<file path="config.mk">
export PLATFORM = sky130hd
export DESIGN_NAME = axi_req_scheduler
export DESIGN_NICKNAME = d
export VERILOG_FILES = /design/src/rtl/axi_req_scheduler.sv
export SDC_FILE = /design/constraint.sdc
export NUM_CORES = 1
export LEC_CHECK = 0
export ABC_AREA = 1
export ABC_CLOCK_PERIOD_IN_PS = 2000
export CORE_MARGIN = 3
export CORE_UTILIZATION = 40
export DETAILED_ROUTE_END_ITERATION = 16
export PLACE_DENSITY = 0.73
export SLEW_MARGIN = 30
export SYNTH_ARGS = -nofsm -noshare
export SYNTH_HDL_FRONTEND = slang
export SYNTH_SLANG_ARGS = --single-unit
</file>
<file path="constraint.sdc">
create_clock -name ddrphy_clkin -period 2 [get_ports ddrphy_clkin]
set_clock_uncertainty 0.15 [all_clocks]
set_input_delay 0.3 -clock ddrphy_clkin [delete_from_list [all_inputs] [get_ports ddrphy_clkin]]
set_output_delay 0.3 -clock ddrphy_clkin [all_outputs]
set_load 0.02 [all_outputs]
</file>
<file path="src/rtl/axi_req_scheduler.sv">
// Burst command scheduler: round-robin write arbitration, gated reads, stretched FIFO resets
// and post-reset read holdoff. Optional read-urgency override: define READ_PRIO_EN.
module axi_req_scheduler #(
  parameter int unsigned NUM_WR_CH   = 4,
  parameter int unsigned LEVEL_W     = 10,
  parameter int unsigned WR_THRESH   = 120,
  parameter int unsigned RD_THRESH   = 239,
  parameter int unsigned RD_CRIT     = 32,
  parameter int unsigned HOLDOFF_CYC = 1000,
  parameter int unsigned RST_STRETCH = 16,
  parameter int unsigned CH_W        = (NUM_WR_CH > 1) ? $clog2(NUM_WR_CH) : 1
) (
  input  logic                         ddrphy_clkin,
  input  logic                         rst,
  input  logic [NUM_WR_CH*LEVEL_W-1:0] wr_level,
  input  logic [LEVEL_W-1:0]           rd_level,
  input  logic [NUM_WR_CH-1:0]         ch_rst_in,
  input  logic                         o_rst_in,
  output logic [NUM_WR_CH-1:0]         ch_fifo_rst,
  output logic                         o_fifo_rst,
  output logic                         cmd_valid,
  input  logic                         cmd_ready,
  output logic                         cmd_is_rd,
  output logic [CH_W-1:0]              cmd_ch,
  input  logic                         cmd_done,
  output logic                         busy
);

  localparam int unsigned STR_W  = $clog2(RST_STRETCH + 1);
  localparam int unsigned HOLD_W = $clog2(HOLDOFF_CYC + 1);

  localparam logic [STR_W-1:0]   LP_STRETCH   = STR_W'(RST_STRETCH);
  localparam logic [HOLD_W-1:0]  LP_HOLDOFF   = HOLD_W'(HOLDOFF_CYC);
  localparam logic [LEVEL_W-1:0] LP_WR_THRESH = LEVEL_W'(WR_THRESH);
  localparam logic [LEVEL_W-1:0] LP_RD_THRESH = LEVEL_W'(RD_THRESH);
  localparam logic [LEVEL_W-1:0] LP_RD_CRIT   = LEVEL_W'(RD_CRIT);

`ifdef READ_PRIO_EN
  localparam logic LP_RD_PRIO = 1'b1;
`else
  localparam logic LP_RD_PRIO = 1'b0;
`endif

  typedef enum logic [1:0] {
    S_IDLE,
    S_ISSUE,
    S_WAIT_DONE
  } state_t;

  state_t               r_state;
  state_t               w_state_nxt;

  logic [NUM_WR_CH-1:0] r_ch_rst_prev;
  logic [STR_W-1:0]     r_ch_cnt [NUM_WR_CH];
  logic [NUM_WR_CH-1:0] w_ch_edge;

  logic                 r_o_rst_prev;
  logic                 r_o_pend;
  logic [STR_W-1:0]     r_o_cnt;
  logic [HOLD_W-1:0]    r_hold_cnt;
  logic                 w_o_edge;
  logic                 w_o_fifo_rst;
  logic                 w_hold_ok;

  logic [NUM_WR_CH-1:0] w_wr_elig;
  logic                 w_wr_found;
  logic [CH_W-1:0]      w_wr_win;
  logic                 w_rd_elig;
  logic                 w_rd_pri;

  logic [CH_W-1:0]      r_ptr;
  logic [CH_W-1:0]      w_ptr_nxt;
  logic [CH_W-1:0]      w_ptr_inc;
  logic [31:0]          w_ch_inc;

  logic                 r_cmd_valid;
  logic                 w_cmd_valid_nxt;
  logic                 r_cmd_is_rd;
  logic                 w_cmd_is_rd_nxt;
  logic [CH_W-1:0]      r_cmd_ch;
  logic [CH_W-1:0]      w_cmd_ch_nxt;
  logic                 r_busy;
  logic                 w_busy_nxt;

  // Per-channel reset stretch; a fresh rising edge reloads the counter.
  assign w_ch_edge = ch_rst_in & ~r_ch_rst_prev;

  always_ff @(posedge ddrphy_clkin) begin
    if (rst) begin
      r_ch_rst_prev <= '0;
      for (int unsigned i = 0; i < NUM_WR_CH; i++) begin
        r_ch_cnt[i] <= '0;
      end
    end else begin
      r_ch_rst_prev <= ch_rst_in;
      for (int unsigned i = 0; i < NUM_WR_CH; i++) begin
        if (w_ch_edge[i]) begin
          r_ch_cnt[i] <= LP_STRETCH;
        end else if (r_ch_cnt[i] != '0) begin
          r_ch_cnt[i] <= r_ch_cnt[i] - STR_W'(1);
        end
      end
    end
  end

  always_comb begin
    ch_fifo_rst = '0;
    for (int unsigned i = 0; i < NUM_WR_CH; i++) begin
      ch_fifo_rst[i] = (r_ch_cnt[i] != '0);
    end
  end

  // Holdoff counter clears on the request edge; the FIFO reset is delayed one cycle behind it.
  assign w_o_edge     = o_rst_in & ~r_o_rst_prev;
  assign w_o_fifo_rst = (r_o_cnt != '0);
  assign w_hold_ok    = (r_hold_cnt == LP_HOLDOFF) && !w_o_fifo_rst;

  always_ff @(posedge ddrphy_clkin) begin
    if (rst) begin
      r_o_rst_prev <= 1'b0;
      r_o_pend     <= 1'b0;
      r_o_cnt      <= '0;
      r_hold_cnt   <= '0;
    end else begin
      r_o_rst_prev <= o_rst_in;
      r_o_pend     <= w_o_edge;
      if (r_o_pend) begin
        r_o_cnt <= LP_STRETCH;
      end else if (r_o_cnt != '0) begin
        r_o_cnt <= r_o_cnt - STR_W'(1);
      end
      if (w_o_edge) begin
        r_hold_cnt <= '0;
      end else if (r_hold_cnt != LP_HOLDOFF) begin
        r_hold_cnt <= r_hold_cnt + HOLD_W'(1);
      end
    end
  end

  always_comb begin
    w_wr_elig = '0;
    for (int unsigned i = 0; i < NUM_WR_CH; i++) begin
      w_wr_elig[i] = (wr_level[i*LEVEL_W +: LEVEL_W] >= LP_WR_THRESH) && !ch_fifo_rst[i];
    end
  end

  assign w_rd_elig = (rd_level < LP_RD_THRESH) && w_hold_ok;
  assign w_rd_pri  = LP_RD_PRIO && w_rd_elig && (rd_level < LP_RD_CRIT);

  // Round-robin search upward from the pointer, wrapping at NUM_WR_CH.
  always_comb begin : p_rr
    int unsigned v_idx;
    v_idx      = 0;
    w_wr_found = 1'b0;
    w_wr_win   = '0;
    for (int unsigned k = 0; k < NUM_WR_CH; k++) begin
      v_idx = k + 32'(r_ptr);
      if (v_idx >= NUM_WR_CH) begin
        v_idx = v_idx - NUM_WR_CH;
      end
      if (!w_wr_found && w_wr_elig[v_idx]) begin
        w_wr_found = 1'b1;
        w_wr_win   = CH_W'(v_idx);
      end
    end
  end

  always_comb begin
    w_ch_inc  = 32'(r_cmd_ch) + 32'd1;
    w_ptr_inc = (w_ch_inc >= NUM_WR_CH) ? '0 : CH_W'(w_ch_inc);
  end

  always_comb begin
    w_state_nxt     = r_state;
    w_cmd_valid_nxt = r_cmd_valid;
    w_cmd_is_rd_nxt = r_cmd_is_rd;
    w_cmd_ch_nxt    = r_cmd_ch;
    w_busy_nxt      = r_busy;
    w_ptr_nxt       = r_ptr;
    case (r_state)
      S_IDLE: begin
        if (w_rd_pri || (!w_wr_found && w_rd_elig)) begin
          w_cmd_valid_nxt = 1'b1;
          w_cmd_is_rd_nxt = 1'b1;
          w_cmd_ch_nxt    = '0;
          w_state_nxt     = S_ISSUE;
        end else if (w_wr_found) begin
          w_cmd_valid_nxt = 1'b1;
          w_cmd_is_rd_nxt = 1'b0;
          w_cmd_ch_nxt    = w_wr_win;
          w_state_nxt     = S_ISSUE;
        end
      end
      S_ISSUE: begin
        if (cmd_ready) begin
          w_cmd_valid_nxt = 1'b0;
          w_busy_nxt      = 1'b1;
          if (!r_cmd_is_rd) begin
            w_ptr_nxt = w_ptr_inc;
          end
          w_state_nxt = S_WAIT_DONE;
        end
      end
      S_WAIT_DONE: begin
        if (cmd_done) begin
          w_busy_nxt  = 1'b0;
          w_state_nxt = S_IDLE;
        end
      end
      default: begin
        w_state_nxt = S_IDLE;
      end
    endcase
  end

  always_ff @(posedge ddrphy_clkin) begin
    if (rst) begin
      r_state     <= S_IDLE;
      r_ptr       <= '0;
      r_cmd_valid <= 1'b0;
      r_cmd_is_rd <= 1'b0;
      r_cmd_ch    <= '0;
      r_busy      <= 1'b0;
    end else begin
      r_state     <= w_state_nxt;
      r_ptr       <= w_ptr_nxt;
      r_cmd_valid <= w_cmd_valid_nxt;
      r_cmd_is_rd <= w_cmd_is_rd_nxt;
      r_cmd_ch    <= w_cmd_ch_nxt;
      r_busy      <= w_busy_nxt;
    end
  end

  assign o_fifo_rst = w_o_fifo_rst;
  assign cmd_valid  = r_cmd_valid;
  assign cmd_is_rd  = r_cmd_is_rd;
  assign cmd_ch     = r_cmd_ch;
  assign busy       = r_busy;

endmodule

</file>
==> results.py <==
metrics = {
    "status": {
        "status": "complete, but fails checks",
        "violations": "setup timing",
    },
    "finish": {
        "fin_nets": 548,
        "fillers": 642,
        "antenna_cells": 0,
        "stdcell_area_um2": 4130,
        "synthToLayoutAreaGrowth_pct": 38.8,
        "drive_above_1_share_pct": 28.7,
        "multiInputGateArea_um2": 1600,
        "seqCellArea_um2": 1200,
        "post-route-util_pct": 59.1,
    },
    "route": {
        "antenna_left": 0,
        "wl_per_cell_um": 11.4,
        "wl_um": 6520,
        "drt_first_pass_iters": 4,
        "drtIter0Drc": 80,
        "drcViolationCount": 0,
        "vias": 2669,
        "vias_per_cell": 4.65,
    },
    "timing": {
        "rsz0062_at_grt": "true",
        "finalWorstSetupSlack_ns": -0.0126,
        "slew_viol_final": 0,
        "setup_tns_ns": -0.0126,
        "finalCritPeriodShare_pct": 101,
        "setup_viol": 1,
        "slew_headroom_pct": 65.5,
        "timing.fmax_ghz": 0.497,
        "holdWs_ns": 0.272,
        "final-hold-violation-count": 0,
        "tightest_slew_ns": 0.513,
        "period_minus_slack_ns": 2.01,
    },
    "pwr": {
        "irDropWorstVdd_v": 0.000775,
        "power_mw": 5.72,
        "p_leak_nw": 1.79,
        "power_density_nw_per_um2": 1390,
    },
    "clocking": {
        "insertion_delay_ns": 0.31,
        "cts_tree": "yes",
        "numClockSinks": 50,
        "clk_path_buf_depth": 2,
        "htree_num_levels": 2,
        "cts_hold_buf": 0,
        "clkSlewWorstSetupHoldPaths_ns": 0.10,
        "numCtsBuffers": 5,
        "cts-root-buf": "clkbuf_8",
    },
    "yosys": {
        "synth.distinct_cells": 39,
        "syn_nets": 451,
        "synth_cells": 380,
        "ys_seq_area_share_pct": 40.4,
        "ys_ff_latch": 50,
        "synth.top_cell.area_share_pct": 20.2,
        "synth_warnings": 0,
        "syn_area_um2": 2970,
        "synth_top_area_cell": "dfxtp_1",
        "syn_area_per_cell_um2": 7.82,
        "synth_area_leaders": "dfxtp_1 20%, edfxtp_1 20%, nand2_1 8.6%, inv_1 7.2%, ha_1 5.1%",
    },
    "worst_setup_path": {
        "worst_setup_path_end_kind": "flop",
        "worstPathBufferInverterCount": 3,
        "start_kind": "flop",
        "startpoint": "r_ch_cnt[3][1]",
        "slowest_stage": "edfxtp_1",
        "critPathMaxStageDelay_ns": 0.44,
        "crit_family": "simple AND/OR/NAND/NOR gates",
        "r2r_start": "r_ch_cnt[3][1]",
        "crit_type": "flop to flop",
        "required_ns": 2.09,
        "crit_top_cell": "nand2_2",
        "path_cells": "inv_2 -> ha_4 -> nand2_2 -> nor2_4 -> nand3_2 -> buf_4 -> nand3_1 -> nand2_2 -> nand3_4 -> inv_2 -> a21oi_2 -> nand2_2 -> a21oi_2",
        "worstPathArrival_ns": 2.11,
        "crit_fanout": 4,
    },
    "hold_path": {
        "min_path_type": "flop to flop",
        "min-delay-start": "r_o_rst_prev",
    },
    "die": {
        "die_area_um2": 8500,
        "initial_utilization_pct": 42.6,
        "ioPinCount": 69,
        "die_x_um": 92.2,
        "die_h_um": 92.2,
        "fp.coreArea_um2": 6980,
        "placementRows": 30,
    },
    "global_routing": {
        "grt_pass1_wl_um": 10600,
        "gr-total-overflow": 0,
        "busiest_layer": "met2",
        "grt_pass1_vias": 2509,
        "met1_usage_pct": 17.5,
        "grtUsageMet3_pct": 4.35,
        "antenna_found_initial": 0,
        "grt_util_met2_pct": 27.1,
        "track_usage_pct": 15.0,
        "grt_max_degree": 17,
    },
    "placement": {
        "hpwl_um": 4910,
        "dpl_cell_area_um2": 3760,
        "port_buffers": 56,
        "gp_congestion": 0.849,
    },
    "flow_run": {
        "maxCapViolCount": 0,
    },
}
-- routing by layer --
layer,wire length [µm],vias up
met2,3270,55
met1,2790,1202
met5,0,-
met4,56,0
met3,395,5
li1,-,1407
-- final timing paths --
check,slack [ns],cells past startpoint,endpoint
hold reg to reg,0.27,1,r_o_pend
setup / recovery,-0.01,13,cmd_ch[0]
setup reg to reg,-0.01,13,cmd_ch[0]
hold / removal,0.27,1,r_o_pend
-- worst register-to-register path, cell delays in order, from the launching register on --
cell and delay [ns]:
edfxtp_1 0.44, inv_2 0.10, ha_4 0.12, nand2_2 0.06
nor2_4 0.16, nand3_2 0.13, buf_4 0.17, nand3_1 0.07
nand2_2 0.09, nand3_4 0.10, inv_2 0.05, a21oi_2 0.12
nand2_2 0.07, a21oi_2 0.12
-- cells in the mapped netlist, drive strengths merged --
cell type	instances
a21oi	28
a31oi	1
a32o	1
a41oi	1
buf	2
clkbuf	2
clkinv	6
dfxtp	30
edfxtp	20
ha	12
inv	70
nand2	80
nand3	32
nand3b	1
nand4	4
nor2	45
nor3	11
nor4	1
o211ai	2
o21a	2
o21ai	13
o22ai	2
or2	6
xnor2	4
xor2	4
-- state kept, by name (all words and copies together) (netlist names) --
name	cells
r_ch_rst_prev	4
cmd_ch	2
r_o_cnt	5
busy	1
r_o_rst_prev	1
r_o_pend	1
r_hold_cnt	10
cmd_valid	1
r_ch_cnt	20
r_state	2
r_ptr	2
cmd_is_rd	1
-- final cells by class --
| class | instances | area share, % |
|---|---|---|
| multi-input combinational | 250 | 38.8 |
| sequential | 50 | 29.1 |
| timing repair buffer | 94 | 20.0 |
| inverter | 76 | 6.98 |
| tap | 96 | 2.91 |
| clock buffer | 5 | 1.67 |
| clock inverter | 3 | 0.485 |
-- power breakdown --
group	switching, mW	internal, mW
clock network	0.367	0.247
registers	0.199	1.41
logic	1.93	1.57
-- placed cells by master (no fill, tap or decap), drive strengths merged --
cell type / instances
a21oi: 28
dfxtp: 30
xor2: 4
buf: 41
nor4: 1
ha: 12
nand4: 4
a32o: 1
a41oi: 1
o22ai: 2
or2: 6
nor3: 11
o211ai: 2
xnor2: 4
a31oi: 1
clkinv: 7
o21a: 2
inv: 71
clkinvlp: 1
nand2: 80
nor2: 45
nand3: 32
o21ai: 13
clkbuf: 7
clkdlybuf4s50: 51
edfxtp: 20
nand3b: 1
-- repair_timing --
item | CTS | global route
setup buffers | 9 | 10
resized for setup | 24 | 44
gates cloned | 0 | 0
pin swaps | 9 | 26
setup endpoints to repair | 7 | 10
-- metrics by stage --
stage	setup slack [ns]	cells
after floorplan	0.158	380
after global placement	-0.159	547
after detailed placement	-0.205	547
after CTS	0.000832	564
after global routing	-0.134	574
final	-0.0126	574
-- cell families after synthesis --
| family | share of synthesized area, % |
|---|---|
| adders and majority gates | 5.05 |
| DFF | 40.4 |
| buffers and inverters | 11.0 |
| AOI/OAI and AO/OA | 9.81 |
| xor gates and xnor gates | 2.99 |
| and+or+nand+nor | 30.8 |
Power figures use the tool's default switching activity.
